### src/rtl/mcc_pkg.sv
// Shared types for the multi-channel counter: config opcodes, per-channel mode word,
// config-port handshake state and the channel-select width helper.
package mcc_pkg;

    typedef enum logic [1:0] {
        SET_MODE = 2'd0,
        LOAD     = 2'd1,
        SET_CMP  = 2'd2,
        ACK      = 2'd3
    } cfg_op_t;

    // Field order matches cfg_data[3:0] = {level, sat, down, en}.
    typedef struct packed {
        logic level;
        logic sat;
        logic down;
        logic en;
    } mode_t;

    typedef enum logic {
        CFG_BUBBLE = 1'b0,
        CFG_READY  = 1'b1
    } cfg_state_t;

    function automatic int ch_width(input int n);
        return (n > 1) ? $clog2(n) : 1;
    endfunction

endpackage

### src/rtl/multi_channel_counter_if.sv
// Config and read-back bus of the multi-channel counter.
// cfg: a request is taken on a clock edge where cfg_valid and cfg_ready are both high; rd: no handshake, rd_valid follows rd_req by one cycle.
interface multi_channel_counter_if
    import mcc_pkg::*;
#(
    parameter int NUM_CH = 4,
    parameter int WIDTH  = 8,
    parameter int CH_W   = ch_width(NUM_CH)
) ();

    logic             cfg_valid;
    logic             cfg_ready;
    logic [CH_W-1:0]  cfg_ch;
    cfg_op_t          cfg_op;
    logic [WIDTH-1:0] cfg_data;
    logic             rd_req;
    logic [CH_W-1:0]  rd_ch;
    logic [WIDTH-1:0] rd_data;
    logic             rd_valid;

    modport master (
        output cfg_valid, cfg_ch, cfg_op, cfg_data, rd_req, rd_ch,
        input  cfg_ready, rd_data, rd_valid
    );

    modport slave (
        input  cfg_valid, cfg_ch, cfg_op, cfg_data, rd_req, rd_ch,
        output cfg_ready, rd_data, rd_valid
    );

endinterface

### src/rtl/mcc_channel.sv
// One counter channel: optional input synchroniser, edge detect, mode/compare registers,
// the count itself and the sticky match/overflow flags.
module mcc_channel
    import mcc_pkg::*;
#(
    parameter int WIDTH   = 8,
    parameter int SYNC_EN = 1
) (
    input  logic             clk,
    input  logic             rst_n,
    input  logic             ev_raw,
    input  logic             cfg_we,
    input  cfg_op_t          cfg_op,
    input  logic [WIDTH-1:0] cfg_data,
    output logic [WIDTH-1:0] cnt,
    output logic             match,
    output logic             ovf
);

    logic             ev_sync;
    logic             ev_prev;
    logic             ev_hit;
    mode_t            mode;
    logic [WIDTH-1:0] cmp;
    logic [WIDTH-1:0] cnt_nxt;
    logic             upd;
    logic             step_ovf;
    logic [3:0]       mode_bits;

    if (SYNC_EN != 0) begin : g_sync
        logic s1, s2;
        always_ff @(posedge clk) begin
            if (!rst_n) begin
                s1 <= 1'b0;
                s2 <= 1'b0;
            end else begin
                s1 <= ev_raw;
                s2 <= s1;
            end
        end
        assign ev_sync = s2;
    end else begin : g_nosync
        assign ev_sync = ev_raw;
    end

    always_ff @(posedge clk) begin
        if (!rst_n) ev_prev <= 1'b0;
        else        ev_prev <= ev_sync;
    end

    assign ev_hit = mode.en & (mode.level ? ev_sync : (ev_sync & ~ev_prev));

    always_comb begin
        mode_bits = '0;
        for (int k = 0; k < 4; k++)
            if (k < WIDTH) mode_bits[k] = cfg_data[k];
    end

    // LOAD overrides a same-cycle event; a saturated step still counts as an update attempt.
    always_comb begin
        cnt_nxt  = cnt;
        upd      = 1'b0;
        step_ovf = 1'b0;
        if (cfg_we && cfg_op == LOAD) begin
            cnt_nxt = cfg_data;
            upd     = 1'b1;
        end else if (ev_hit) begin
            upd = 1'b1;
            if (!mode.down) begin
                if (cnt == '1) begin
                    step_ovf = 1'b1;
                    cnt_nxt  = mode.sat ? cnt : '0;
                end else begin
                    cnt_nxt = cnt + 1'b1;
                end
            end else begin
                if (cnt == '0) begin
                    step_ovf = 1'b1;
                    cnt_nxt  = mode.sat ? cnt : '1;
                end else begin
                    cnt_nxt = cnt - 1'b1;
                end
            end
        end
    end

    always_ff @(posedge clk) begin
        if (!rst_n) begin
            cnt   <= '0;
            cmp   <= '1;
            mode  <= '0;
            match <= 1'b0;
            ovf   <= 1'b0;
        end else begin
            cnt <= cnt_nxt;
            if (cfg_we && cfg_op == SET_MODE) mode <= mode_t'(mode_bits);
            if (cfg_we && cfg_op == SET_CMP)  cmp  <= cfg_data;
            match <= (upd && cnt_nxt == cmp) | (match & ~(cfg_we && cfg_op == ACK));
            ovf   <= step_ovf | (ovf & ~(cfg_we && cfg_op == ACK));
        end
    end

endmodule

### src/rtl/multi_channel_counter.sv
// Bank of NUM_CH event counters: config handshake, channel decode, registered read port
// and a live display mux.
module multi_channel_counter
    import mcc_pkg::*;
#(
    parameter int NUM_CH  = 4,
    parameter int WIDTH   = 8,
    parameter int SYNC_EN = 1,
    localparam int CH_W   = ch_width(NUM_CH)
) (
    input  logic                   clk,
    input  logic                   rst_n,
    input  logic [NUM_CH-1:0]      ev_in,
    multi_channel_counter_if.slave bus,
    input  logic [CH_W-1:0]        disp_sel,
    output logic [WIDTH-1:0]       count_out,
    output logic [NUM_CH-1:0]      match,
    output logic [NUM_CH-1:0]      ovf,
    output cfg_state_t             cfg_state
);

    cfg_state_t       state_q;
    cfg_state_t       state_d;
    logic             accept;
    logic [WIDTH-1:0] cnt [NUM_CH];
    logic [WIDTH-1:0] rd_mux;

    always_ff @(posedge clk) begin
        if (!rst_n) state_q <= CFG_BUBBLE;
        else        state_q <= state_d;
    end

    // One dead cycle after reset and after every accepted request.
    always_comb begin
        state_d = state_q;
        case (state_q)
            CFG_BUBBLE: state_d = CFG_READY;
            CFG_READY:  if (bus.cfg_valid) state_d = CFG_BUBBLE;
            default:    state_d = CFG_BUBBLE;
        endcase
    end

    always_comb begin
        bus.cfg_ready = (state_q == CFG_READY);
    end

    assign cfg_state = state_q;
    assign accept    = bus.cfg_valid & bus.cfg_ready;

    for (genvar i = 0; i < NUM_CH; i++) begin : g_ch
        mcc_channel #(
            .WIDTH  (WIDTH),
            .SYNC_EN(SYNC_EN)
        ) u_ch (
            .clk     (clk),
            .rst_n   (rst_n),
            .ev_raw  (ev_in[i]),
            .cfg_we  (accept && (bus.cfg_ch == CH_W'(i))),
            .cfg_op  (bus.cfg_op),
            .cfg_data(bus.cfg_data),
            .cnt     (cnt[i]),
            .match   (match[i]),
            .ovf     (ovf[i])
        );
    end

    // Selects beyond NUM_CH fall through to zero.
    always_comb begin
        rd_mux    = '0;
        count_out = '0;
        for (int i = 0; i < NUM_CH; i++) begin
            if (bus.rd_ch == CH_W'(i)) rd_mux    = cnt[i];
            if (disp_sel == CH_W'(i))  count_out = cnt[i];
        end
    end

    always_ff @(posedge clk) begin
        if (!rst_n) begin
            bus.rd_valid <= 1'b0;
            bus.rd_data  <= '0;
        end else begin
            bus.rd_valid <= bus.rd_req;
            if (bus.rd_req) bus.rd_data <= rd_mux;
        end
    end

endmodule

### src/flat_wrapper.sv
// flat-port wrapper written by rule: the top's interface ports become plain ports
module multi_channel_counter_flat import mcc_pkg::*;
#(
    parameter int NUM_CH  = 4,
    parameter int WIDTH   = 8,
    parameter int SYNC_EN = 1,
    localparam int CH_W   = ch_width(NUM_CH)
)
  (clk, rst_n, ev_in, disp_sel, count_out, match, ovf, cfg_state, bus_cfg_valid, bus_cfg_ch, bus_cfg_op, bus_cfg_data, bus_rd_req, bus_rd_ch, bus_cfg_ready, bus_rd_data, bus_rd_valid);
  multi_channel_counter_if #(.NUM_CH(NUM_CH), .WIDTH(WIDTH)) bus_i ();
  input  logic clk;
  input  logic rst_n;
  input  logic [NUM_CH-1:0] ev_in;
  input  logic [CH_W-1:0] disp_sel;
  output logic [WIDTH-1:0] count_out;
  output logic [NUM_CH-1:0] match;
  output logic [NUM_CH-1:0] ovf;
  output cfg_state_t cfg_state;
  input wire logic [$bits(bus_i.cfg_valid)-1:0] bus_cfg_valid;
  input wire logic [$bits(bus_i.cfg_ch)-1:0] bus_cfg_ch;
  input wire logic [$bits(bus_i.cfg_op)-1:0] bus_cfg_op;
  input wire logic [$bits(bus_i.cfg_data)-1:0] bus_cfg_data;
  input wire logic [$bits(bus_i.rd_req)-1:0] bus_rd_req;
  input wire logic [$bits(bus_i.rd_ch)-1:0] bus_rd_ch;
  output wire logic [$bits(bus_i.cfg_ready)-1:0] bus_cfg_ready;
  output wire logic [$bits(bus_i.rd_data)-1:0] bus_rd_data;
  output wire logic [$bits(bus_i.rd_valid)-1:0] bus_rd_valid;
  assign bus_i.cfg_valid = bus_cfg_valid;
  assign bus_i.cfg_ch = bus_cfg_ch;
  assign bus_i.cfg_op = bus_cfg_op;
  assign bus_i.cfg_data = bus_cfg_data;
  assign bus_i.rd_req = bus_rd_req;
  assign bus_i.rd_ch = bus_rd_ch;
  assign bus_cfg_ready = bus_i.cfg_ready;
  assign bus_rd_data = bus_i.rd_data;
  assign bus_rd_valid = bus_i.rd_valid;
  multi_channel_counter #(.NUM_CH(NUM_CH), .WIDTH(WIDTH), .SYNC_EN(SYNC_EN)) u_core (.clk(clk), .rst_n(rst_n), .ev_in(ev_in), .bus(bus_i), .disp_sel(disp_sel), .count_out(count_out), .match(match), .ovf(ovf), .cfg_state(cfg_state));
endmodule
### config.mk
export PLATFORM = sky130hd
export DESIGN_NAME = multi_channel_counter_flat
export DESIGN_NICKNAME = d
export VERILOG_FILES = /design/src/rtl/mcc_pkg.sv /design/src/rtl/multi_channel_counter_if.sv /design/src/rtl/mcc_channel.sv /design/src/rtl/multi_channel_counter.sv /design/src/flat_wrapper.sv
export SDC_FILE = /design/constraint.sdc
export NUM_CORES = 1
export LEC_CHECK = 0
export BUFFER_PORTS_ARGS = -buffer_cell sky130_fd_sc_hd__buf_2
export CAP_MARGIN = 30
export CORE_UTILIZATION = 58
export DETAILED_ROUTE_END_ITERATION = 8
export MAX_ROUTING_LAYER = met4
export PLACE_DENSITY = 0.77
export RECOVER_POWER = 50
export SYNTH_ARGS = -nofsm -noshare
export SYNTH_HDL_FRONTEND = slang
export SYNTH_HIERARCHICAL = 1
export SYNTH_SLANG_ARGS = --single-unit
### constraint.sdc
create_clock -name clk -period 3.22 [get_ports clk]
set_input_delay 0.966 -clock clk [delete_from_list [all_inputs] [get_ports clk]]
set_output_delay 0.966 -clock clk [all_outputs]
set_load 0.02 [all_outputs]
==> qor.csv, run 1 <==
stage;metric;value;unit
outcome;status;finished with violations;
outcome;violations;design-rule violations;
logic_synthesis;synth_commonest_cells;nand2_1, dfxtp_1, nand3_1, a21oi_1, clkbuf_1;
clock_network;postCtsHoldBufs;0;
critical_path;path_delay_family;simple AND/OR/NAND/NOR gates;
logic_synthesis;syn_nets;1152;
global_routing;grt_usage;36.6;%
logic_synthesis;postSynthAreaPerCell;7.68;sq um
routing;dr_total_vias;8887;
min_path;hold_class;reg2reg;
critical_path;crit_buf_inv;1;
pwr;p_clk_share;42.1;%
timing;hold_viol;0;
floorplanning;initial_utilization;59.2;%
final_layout;syn2layout_area_growth;10.8;%
critical_path;cp-endpoint;u_core/g_ch[3].u_ch/match;
critical_path;r2r-start;u_core/g_ch[3].u_ch/cnt[0];
final_layout;fin_util;65.6;%
timing;fin_setup_tns;0;ns
logic_synthesis;synth_seq_cells;110;
logic_synthesis;yosysMostFrequentCell;nand2_1;
critical_path;crit_path_start;u_core/g_ch[3].u_ch/cnt[0];
job;maxCapViolCount;0;
logic_synthesis;synth_top_area_share;25.7;%
place;place_area;9220;sq um
final_layout;drive_gt1_share;14.5;%
critical_path;reg2reg_to;u_core/g_ch[3].u_ch/match;
timing;maxSlewViolCount;0;
global_routing;grt_pass1_wl;41.5;mm
critical_path;crit_fanout;9;
timing;worstMarginPinSlew;1.17;ns
critical_path;r2r_setup_slack;0.24;ns
final_layout;post-route-cell-area;9500;sq um
logic_synthesis;synth.area.top_cells;dfxtp_1, nand2_1, mux2i_1;
critical_path;critPathLaunchType;flip-flop;
routing;ant_nets;0;
place;gp_congestion;0.986;
critical_path;critPathKind;reg2reg;
routing;vias_per_cell;6.54;
critical_path;worst_path_largest_cell_delay;0.53;ns
global_routing;grt_pass1_vias;7764;
floorplanning;die_w;124;microns
clock_network;root_buffer;clkbuf_16;
place;place_hpwl;19.4;mm
pwr;p_leak;0.00356;uW
critical_path;worstSetupPathDepth;9;
floorplanning;row_count;44;
critical_path;crit_slowest_cell;or3b_2;
routing;wl;26.7;mm
final_layout;fin_nets;1205;
critical_path;critPathArrivalTime;3.24;ns
routing;drc;1;
critical_path;cp-end-kind;flip-flop;
clock_network;tritoncts;done;
critical_path;r2r_cells;9;
global_routing;antenna_found_initial;0;
global_routing;grt-ovfl-total;0;
logic_synthesis;syn_inst;1116;
timing;setup_viol_count_final;0;
floorplanning;dieHeight;124;microns
logic_synthesis;synth_edf_count;0;
final_layout;antennaDiodeCount;0;
final_layout;fillers;1307;
routing;wl_per_cell;19.7;microns
floorplanning;pin_count;51;
clock_network;cts.clk_slew.worst_paths;0.07;ns
logic_synthesis;async_flop_share;0;%
logic_synthesis;synth_flop_cell;dfxtp_1;
pwr;p_sw_share;24.9;%
clock_network;clock_path_buffers;2;
logic_synthesis;synth_area;8570;sq um
pwr;p_sw;720;uW
clock_network;clkSinkCount;110;
place;io_buffers;50;
routing;first_pass_iters;8;
clock_network;cts_buffers;9;
timing;clock_skew;0.00746;ns
clock_network;cts_resized;0;
pwr;combPwrFrac;9.6;%
timing;fmax;0.336;GHz
pwr;ir_drop;0.334;mV
routing;drt_iter0_drc;1342;
pwr;sequentialPowerShare;48.3;%
clock_network;htree_levels;3;
timing;post-route-period-util;92.5;%
global_routing;grt_max_degree;68;
clock_network;worstSkewPairLatency;0.36;ns
logic_synthesis;synth_largest_area_cell;dfxtp_1;
logic_synthesis;ys_warn_count;6;
critical_path;worstPathCellList;inv_1 > ha_1 > or3b_2 > nor3_1 > o22ai_1 > or4_1 > a21oi_1 > o221ai_1 > o41ai_2;
timing;slew_headroom;21.9;%
clock_network;cts_setup_buffers;0;
floorplanning;coreArea;14500;sq um
timing;rsz0062_at_grt;false;
pwr;intPower;2170;uW
pwr;power_density;304;nW/um^2
critical_path;critPathRequiredTime;3.48;ns
logic_synthesis;ys_types;67;
logic_synthesis;yosysSeqAreaShare;25.7;%
timing;fin_crit;2.98;ns
floorplanning;die_area;15300;sq um
-- sequential cells by signal (all words and copies together) (netlist names), 4 cells and up --
register / count
u_core/g_ch.u_ch/cmp: 32
u_core/g_ch.u_ch/cnt: 32
u_core/g_ch.u_ch/mode: 16
u_core/bus.rd_data: 8
u_core/g_ch.u_ch/ev_prev: 4
u_core/g_ch.u_ch/ev_sync: 4
u_core/g_ch.u_ch/g_sync.s1: 4
u_core/g_ch.u_ch/match: 4
u_core/g_ch.u_ch/ovf: 4
-- per-layer routing --
metal	track usage, %	share of wire, %	vias to the layer above	wire length (microns)
met5	-	0	-	0
met4	12.2	2.7	0	714
met3	5.86	9.5	63	2530
met2	54.8	44	509	11800
met1	50.0	44	4115	11600
li1	-	-	4200	-
-- how the worst min path moves through the flow --
stage / startpoint / endpoint / slack [ns] / cells past startpoint
after floorplan: u_core/g_ch[0].u_ch/g_sync.s1 / u_core/g_ch[0].u_ch/ev_sync / 0.41 / 1
after global placement: u_core/g_ch[1].u_ch/g_sync.s1 / u_core/g_ch[1].u_ch/ev_sync / 0.41 / 1
after detailed placement: u_core/g_ch[1].u_ch/g_sync.s1 / u_core/g_ch[1].u_ch/ev_sync / 0.42 / 1
after CTS: u_core/g_ch[1].u_ch/g_sync.s1 / u_core/g_ch[1].u_ch/ev_sync / 0.44 / 1
after global routing: u_core/g_ch[3].u_ch/g_sync.s1 / u_core/g_ch[3].u_ch/ev_sync / 0.45 / 1
final: u_core/g_ch[1].u_ch/g_sync.s1 / u_core/g_ch[1].u_ch/ev_sync / 0.44 / 1
-- cell families after synthesis --
kind of cell,Yosys count,share of synthesized area [%]
AND/OR/NAND/NOR,502,31.5
AO/OA/AOI/OAI,278,22.3
buffers and inverters,114,6.19
flip-flops,110,25.7
multiplexers,60,8.50
XOR/XNOR,40,4.09
adder cells (fa/ha/maj),12,1.75
-- cell usage in the layout, fill, tap and decap left out, types with 19 or more instances in the layout --
cell type / count
a21oi_1: 68
nand3_1: 72
mux2i_1: 48
nor3_1: 22
o211ai_1: 24
dfxtp_1: 110
nand2_1: 147
xnor2_1: 20
clkbuf_1: 26
inv_1: 29
buf_4: 69
buf_2: 29
and2_1: 19
nor2_1: 56
o21ai_0: 54
nand4_1: 20
nor2b_1: 36
nand3b_1: 19
xor2_1: 20
-- stage by stage --
stage | std cells | setup slack (ns) | hold slack, ns | power, uW
4_1_cts | 1358 | 0.254 | 0.439 | 2900
3_3_place_gp | 1342 | 0.119 | 0.414 | 1690
5_1_grt | 1358 | 0.0817 | 0.452 | 2980
6_report | 1358 | 0.241 | 0.435 | 2890
2_1_floorplan | 1116 | 0.212 | 0.412 | 1580
3_5_place_dp | 1342 | 0.103 | 0.422 | 1700
-- cell type report --
cell class              instances  area (sq um)  area share, %
repair buffers                127           793           8.35
multi-input cells             892          5840           61.5
clock inverters                 7          96.3           1.01
clock buffers                   9           225           2.37
well taps                     184           230           2.42
inverters                      29           109           1.15
flip-flops and latches        110          2200           23.2
-- power by group through the flow --
stage          logic, uW  clock network [uW]  registers (uW)
2_1_floorplan        161                   0            1420
3_3_place_gp         270                   0            1420
3_5_place_dp         272                   0            1420
4_1_cts              273                1230            1390
5_1_grt              298                1290            1400
6_report             277                1220            1390
(Power assumes the default switching activity.)
==> inputs of run 2 (changes only) <==
RECOVER_POWER = 25   (was 50)
clock period = 3.9 ns   (was 3.22 ns; I/O delays follow)
==> run 2 against run 1 <==
  * The run ends with design-rule violations, max-capacitance violations, max-slew violations left
  * Register-to-register slack improved by 0.45 ns
  * First-iteration DRC count decreased by 29%
  * Highest routed layer unchanged
  * Worst hold slack improved by 0.0061 ns
  * Clock skew increased by 0.0038 ns
==> qor.csv, run 2 (synthesis gave the netlist of run 1 again) <==
stage;metric;value;unit
timing;hold_viol;0;
job;maxCapViolCount;1;
clock_network;cts_buffers;9;
timing;fin_crit;3.51;ns
place;dp.cells;1295;
critical_path;cp-endpoint;u_core/g_ch[1].u_ch/match;
clock_network;tritoncts;done;
clock_network;htree_levels;3;
min_path;hold_class;reg2reg;
outcome;violations;design-rule violations, max-capacitance violations, max-slew violations;
floorplanning;die_w;124;microns
global_routing;grt_pass1_wl;40.0;mm
timing;post-route-period-util;90.1;%
pwr;p_leak;0.00338;uW
timing;setup_slack;0.387;ns
routing;dr_total_vias;8837;
final_layout;antennaDiodeCount;0;
routing;vias_per_cell;6.74;
place;gp_congestion;0.969;
routing;wl_per_cell;19.7;microns
routing;drt_iter0_drc;950;
final_layout;reg_top3;u_core/g_ch.u_ch/cmp (32), u_core/g_ch.u_ch/cnt (32), u_core/g_ch.u_ch/mode (16);
critical_path;critPathArrivalTime;3.82;ns
floorplanning;initial_utilization;59.2;%
critical_path;crit_path_start;rst_n;
critical_path;critPathLaunchType;input pin;
timing;maxSlewViolCount;41;
floorplanning;coreArea;14500;sq um
final_layout;regArea;2200;sq um
final_layout;layout_commonest_cell;nand2_1;
place;io_buffers;50;
clock_network;root_buffer;clkbuf_16;
final_layout;fin_nets;1158;
clock_network;clock_path_buffers;2;
critical_path;critPathRequiredTime;4.21;ns
place;place_area;8860;sq um
clock_network;cts.clk_slew.worst_paths;0.07;ns
timing;slew_headroom;-13.8;%
critical_path;critPathKind;in2reg;
final_layout;fillers;1377;
timing;worstMarginPinSlew;1.71;ns
floorplanning;dieHeight;124;microns
routing;ant_nets;0;
critical_path;r2r_setup_slack;0.69;ns
pwr;ir_drop;0.271;mV
place;place_hpwl;18.6;mm
global_routing;grt_pass1_vias;7603;
clock_network;worstSkewPairLatency;0.36;ns
global_routing;grt_usage;35.0;%
final_layout;syn2layout_area_growth;6.76;%
floorplanning;pin_count;51;
routing;first_pass_iters;7;
global_routing;grt-ovfl-total;0;
floorplanning;row_count;44;
timing;clock_skew;0.0113;ns
pwr;power_density;254;nW/um^2
critical_path;cp-end-kind;flip-flop;
final_layout;post-route-cell-area;9150;sq um
timing;fmax;0.285;GHz
final_layout;fin_cells;1311;
final_layout;multi_input_area;5840;sq um
clock_network;postCtsHoldBufs;0;
timing;rsz0062_at_grt;false;
critical_path;r2r-start;u_core/g_ch[3].u_ch/cnt[0];
timing;fin_setup_tns;0;ns
global_routing;antenna_found_initial;0;
floorplanning;die_area;15300;sq um
outcome;status;finished with violations;
critical_path;r2r_cells;9;
routing;drc;1;
final_layout;drive_gt1_share;12.5;%
clock_network;cts_setup_buffers;0;
critical_path;crit_fanout;40;
global_routing;grt_max_degree;41;
final_layout;final_cell_mix;nand2_1, dfxtp_1, nand3_1;
timing;setup_viol_count_final;0;
routing;wl;25.8;mm
place;dp_slack;0.467;ns
critical_path;reg2reg_to;u_core/g_ch[3].u_ch/match;
clock_network;cts_resized;0;
clock_network;clkSinkCount;110;
## run 2: cell count changes in the layout (fill, tap and decap cells not counted), sizes merged
cell,delta
buf,-26
clkbuf,-21
bufinv,-1
clkinvlp,+1
## run 2: through the flow
stage / utilization, % / hold slack (ns) / power [uW]
3_5_place_dp: 61.2 / 0.427 / 1390
5_1_grt: 63.2 / 0.464 / 2400
6_report: 63.2 / 0.441 / 2330
3_3_place_gp: 61.2 / 0.414 / 1390
4_1_cts: 63.3 / 0.445 / 2340
2_1_floorplan: - / 0.412 / 1310
## run 2: worst min-delay path by stage
stage                                              from                     endpoint  depth (start not counted)
after detailed placement  u_core/g_ch[0].u_ch/g_sync.s1  u_core/g_ch[0].u_ch/ev_sync                          1
after global placement    u_core/g_ch[1].u_ch/g_sync.s1  u_core/g_ch[1].u_ch/ev_sync                          1
after global routing      u_core/g_ch[3].u_ch/g_sync.s1  u_core/g_ch[3].u_ch/ev_sync                          1
after floorplan           u_core/g_ch[0].u_ch/g_sync.s1  u_core/g_ch[0].u_ch/ev_sync                          1
after CTS                 u_core/g_ch[0].u_ch/g_sync.s1  u_core/g_ch[0].u_ch/ev_sync                          1
final                     u_core/g_ch[0].u_ch/g_sync.s1  u_core/g_ch[0].u_ch/ev_sync                          1
## run 2: worst max-delay path, cell delays in order
cell      delay, ns
clkbuf_1       1.20
o221ai_1       0.44
a21oi_1        0.27
o311ai_0       0.14
or3_1          0.38
o2bb2a_4       0.20
## run 2: cell type report
class,instances,area share [%]
Multi-Input combinational cell,892,63.8
Sequential cell,110,24.1
Timing Repair Buffer,80,5.05
Tap cell,184,2.52
Clock buffer,9,2.46
Inverter,29,1.19
Clock inverter,7,0.916
## run 2: where the power goes
group | switching [uW] | leakage, uW | internal (uW) | total, uW
sequential | 19.3 | 0.000891 | 1140 | 1160
combinational | 133 | 0.00234 | 78.9 | 212
clock | 453 | 0.000148 | 508 | 961
total | 606 | 0.00338 | 1720 | 2330
## run 2: metal layers
layer  vias to the layer above  wire, microns  track usage, %
met1                      4206          11300            46.8
met5                         -              0               -
met3                        73           2190            6.27
met2                       438          11600            52.4
met4                         0            768            14.2
li1                       4120              -               -
==> inputs of run 3 (changes only) <==
GPL_TIMING_DRIVEN = 0   (was default)
==> run 3 against run 2 <==
  * The run ends with max-capacitance violations, max-slew violations left
  * Clock-buffer cell count grew 5
  * Non-clock buffer count increased by 53
  * Largest cell class unchanged
  * Die area did not move
  * Clock power down 6.8%
  * Register-to-register slack worse by 0.17 ns
  * Final cell count rose by 4.0%
  * Combinational power is 7% higher
==> qor.csv, run 3 (synthesis gave the netlist of run 1 again) <==
stage;metric;value;unit
outcome;status;finished with violations;
outcome;violations;max-capacitance violations, max-slew violations;
routing;wl_per_cell;19.7;microns
critical_path;crit_path_start;bus_cfg_valid;
job;maxCapViolCount;1;
floorplanning;coreArea;14500;sq um
place;gp_congestion;0.994;
clock_network;clkSinkCount;110;
critical_path;critPathKind;in2reg;
final_layout;reg_top3;u_core/g_ch.u_ch/cmp (32), u_core/g_ch.u_ch/cnt (32), u_core/g_ch.u_ch/mode (16);
critical_path;critPathLaunchType;input pin;
floorplanning;die_w;124;microns
timing;fin_crit;3.56;ns
timing;fin_setup_tns;0;ns
clock_network;cts.clk_slew.worst_paths;0.07;ns
pwr;p_leak;0.00336;uW
global_routing;grt-ovfl-total;0;
critical_path;r2r-start;u_core/g_ch[0].u_ch/cnt[1];
critical_path;crit_fanout;10;
clock_network;postCtsHoldBufs;0;
pwr;power_density;244;nW/um^2
timing;rsz0062_at_grt;false;
global_routing;grt_pass1_wl;41.2;mm
clock_network;cts_resized;0;
timing;slew_headroom;-8.10;%
floorplanning;die_area;15300;sq um
routing;wl;26.8;mm
min_path;hold_class;reg2reg;
timing;setup_viol_count_final;0;
global_routing;grt_usage;36.3;%
critical_path;critPathRequiredTime;4.20;ns
global_routing;antenna_found_initial;0;
routing;drc;0;
timing;worstMarginPinSlew;1.62;ns
timing;maxSlewViolCount;36;
place;io_buffers;47;
floorplanning;dieHeight;124;microns
final_layout;final_cell_mix;nand2_1, dfxtp_1, clkbuf_1;
final_layout;fin_nets;1211;
floorplanning;row_count;44;
clock_network;clock_path_buffers;2;
pwr;ir_drop;0.229;mV
routing;vias_per_cell;6.64;
floorplanning;initial_utilization;59.2;%
critical_path;critPathArrivalTime;3.86;ns
routing;dr_total_vias;9053;
routing;first_pass_iters;7;
final_layout;antennaDiodeCount;0;
clock_network;tritoncts;done;
final_layout;layout_commonest_cell;nand2_1;
final_layout;drive_gt1_share;10.3;%
clock_network;worstSkewPairLatency;0.35;ns
final_layout;fillers;1348;
clock_network;htree_levels;3;
clock_network;root_buffer;clkbuf_16;
clock_network;cts_setup_buffers;0;
floorplanning;pin_count;51;
timing;post-route-period-util;91.4;%
clock_network;cts_buffers;9;
critical_path;cp-end-kind;flip-flop;
critical_path;r2r_setup_slack;0.52;ns
global_routing;grt_max_degree;36;
timing;fmax;0.281;GHz
place;place_hpwl;19.1;mm
global_routing;grt_pass1_vias;7896;
place;dp_slack;0.102;ns
min_path;hp-start;u_core/g_ch[0].u_ch/g_sync.s1;
routing;ant_nets;0;
timing;setup_slack;0.336;ns
timing;hold_viol;0;
routing;drt_iter0_drc;1079;
timing;clock_skew;0.00586;ns
pwr;finalPower;2270;uW
final_layout;syn2layout_area_growth;8.58;%
-- run 3: cell types whose count changed in the layout (fill, tap and decap cells not counted), moves of 4 or more --
cell	change
clkbuf_1	+73
buf_4	-19
buf_6	+6
buf_2	-7
clkinv_4	-4
-- run 3: cell type report --
cell class              instances  area [sq um]  share of cell area (%)
flip-flops and latches        110          2200                    23.7
inverters                      29           109                    1.17
clock inverters                 2          15.0                   0.161
multi-input cells             892          5840                    62.7
plain buffers                  85           422                    4.53
clock buffers                  14           274                    2.94
repair buffers                 48           216                    2.33
well taps                     184           230                    2.47
-- run 3: metal layers --
metal  global-route usage [%]  wire length [microns]  up-vias
li1                         -                      -     4232
met1                     48.6                  11500     4205
met2                     54.1                  12000      542
met3                     5.17                   2510       74
met4                     16.8                    866        0
met5                        -                      0        -
-- run 3: power breakdown --
part | internal (uW) | switching, uW
sequential | 1140 | 12.9
clock | 487 | 409
combinational | 80.5 | 145
total | 1700 | 567
-- run 3: worst paths after layout --
path / endpoint / cells after the start
hold reg to reg: u_core/g_ch[0].u_ch/ev_sync / 1
setup / recovery: u_core/g_ch[0].u_ch/match / 11
hold / removal: u_core/g_ch[0].u_ch/ev_sync / 1
setup reg to reg: u_core/g_ch[0].u_ch/match / 12
-- run 3: metrics by stage --
step           util [%]  instances  area, sq um  hold slack [ns]
2_1_floorplan         -       1116         8570            0.412
6_report           64.3       1364         9310            0.438
5_1_grt            64.3       1364         9310            0.447
3_3_place_gp       62.4       1347         9040            0.413
4_1_cts            64.4       1364         9330            0.437
3_5_place_dp       62.5       1348         9040            0.421
-- run 3: critical path, cell delays in order --
cell      delay, ns
buf_2          0.09
nand2_1        0.07
nor3_1         0.83
nand3b_1       0.20
buf_2          0.24
nor3_1         0.21
o221ai_1       0.13
a21oi_1        0.21
o311ai_0       0.13
or3_1          0.38
o2bb2a_4       0.19
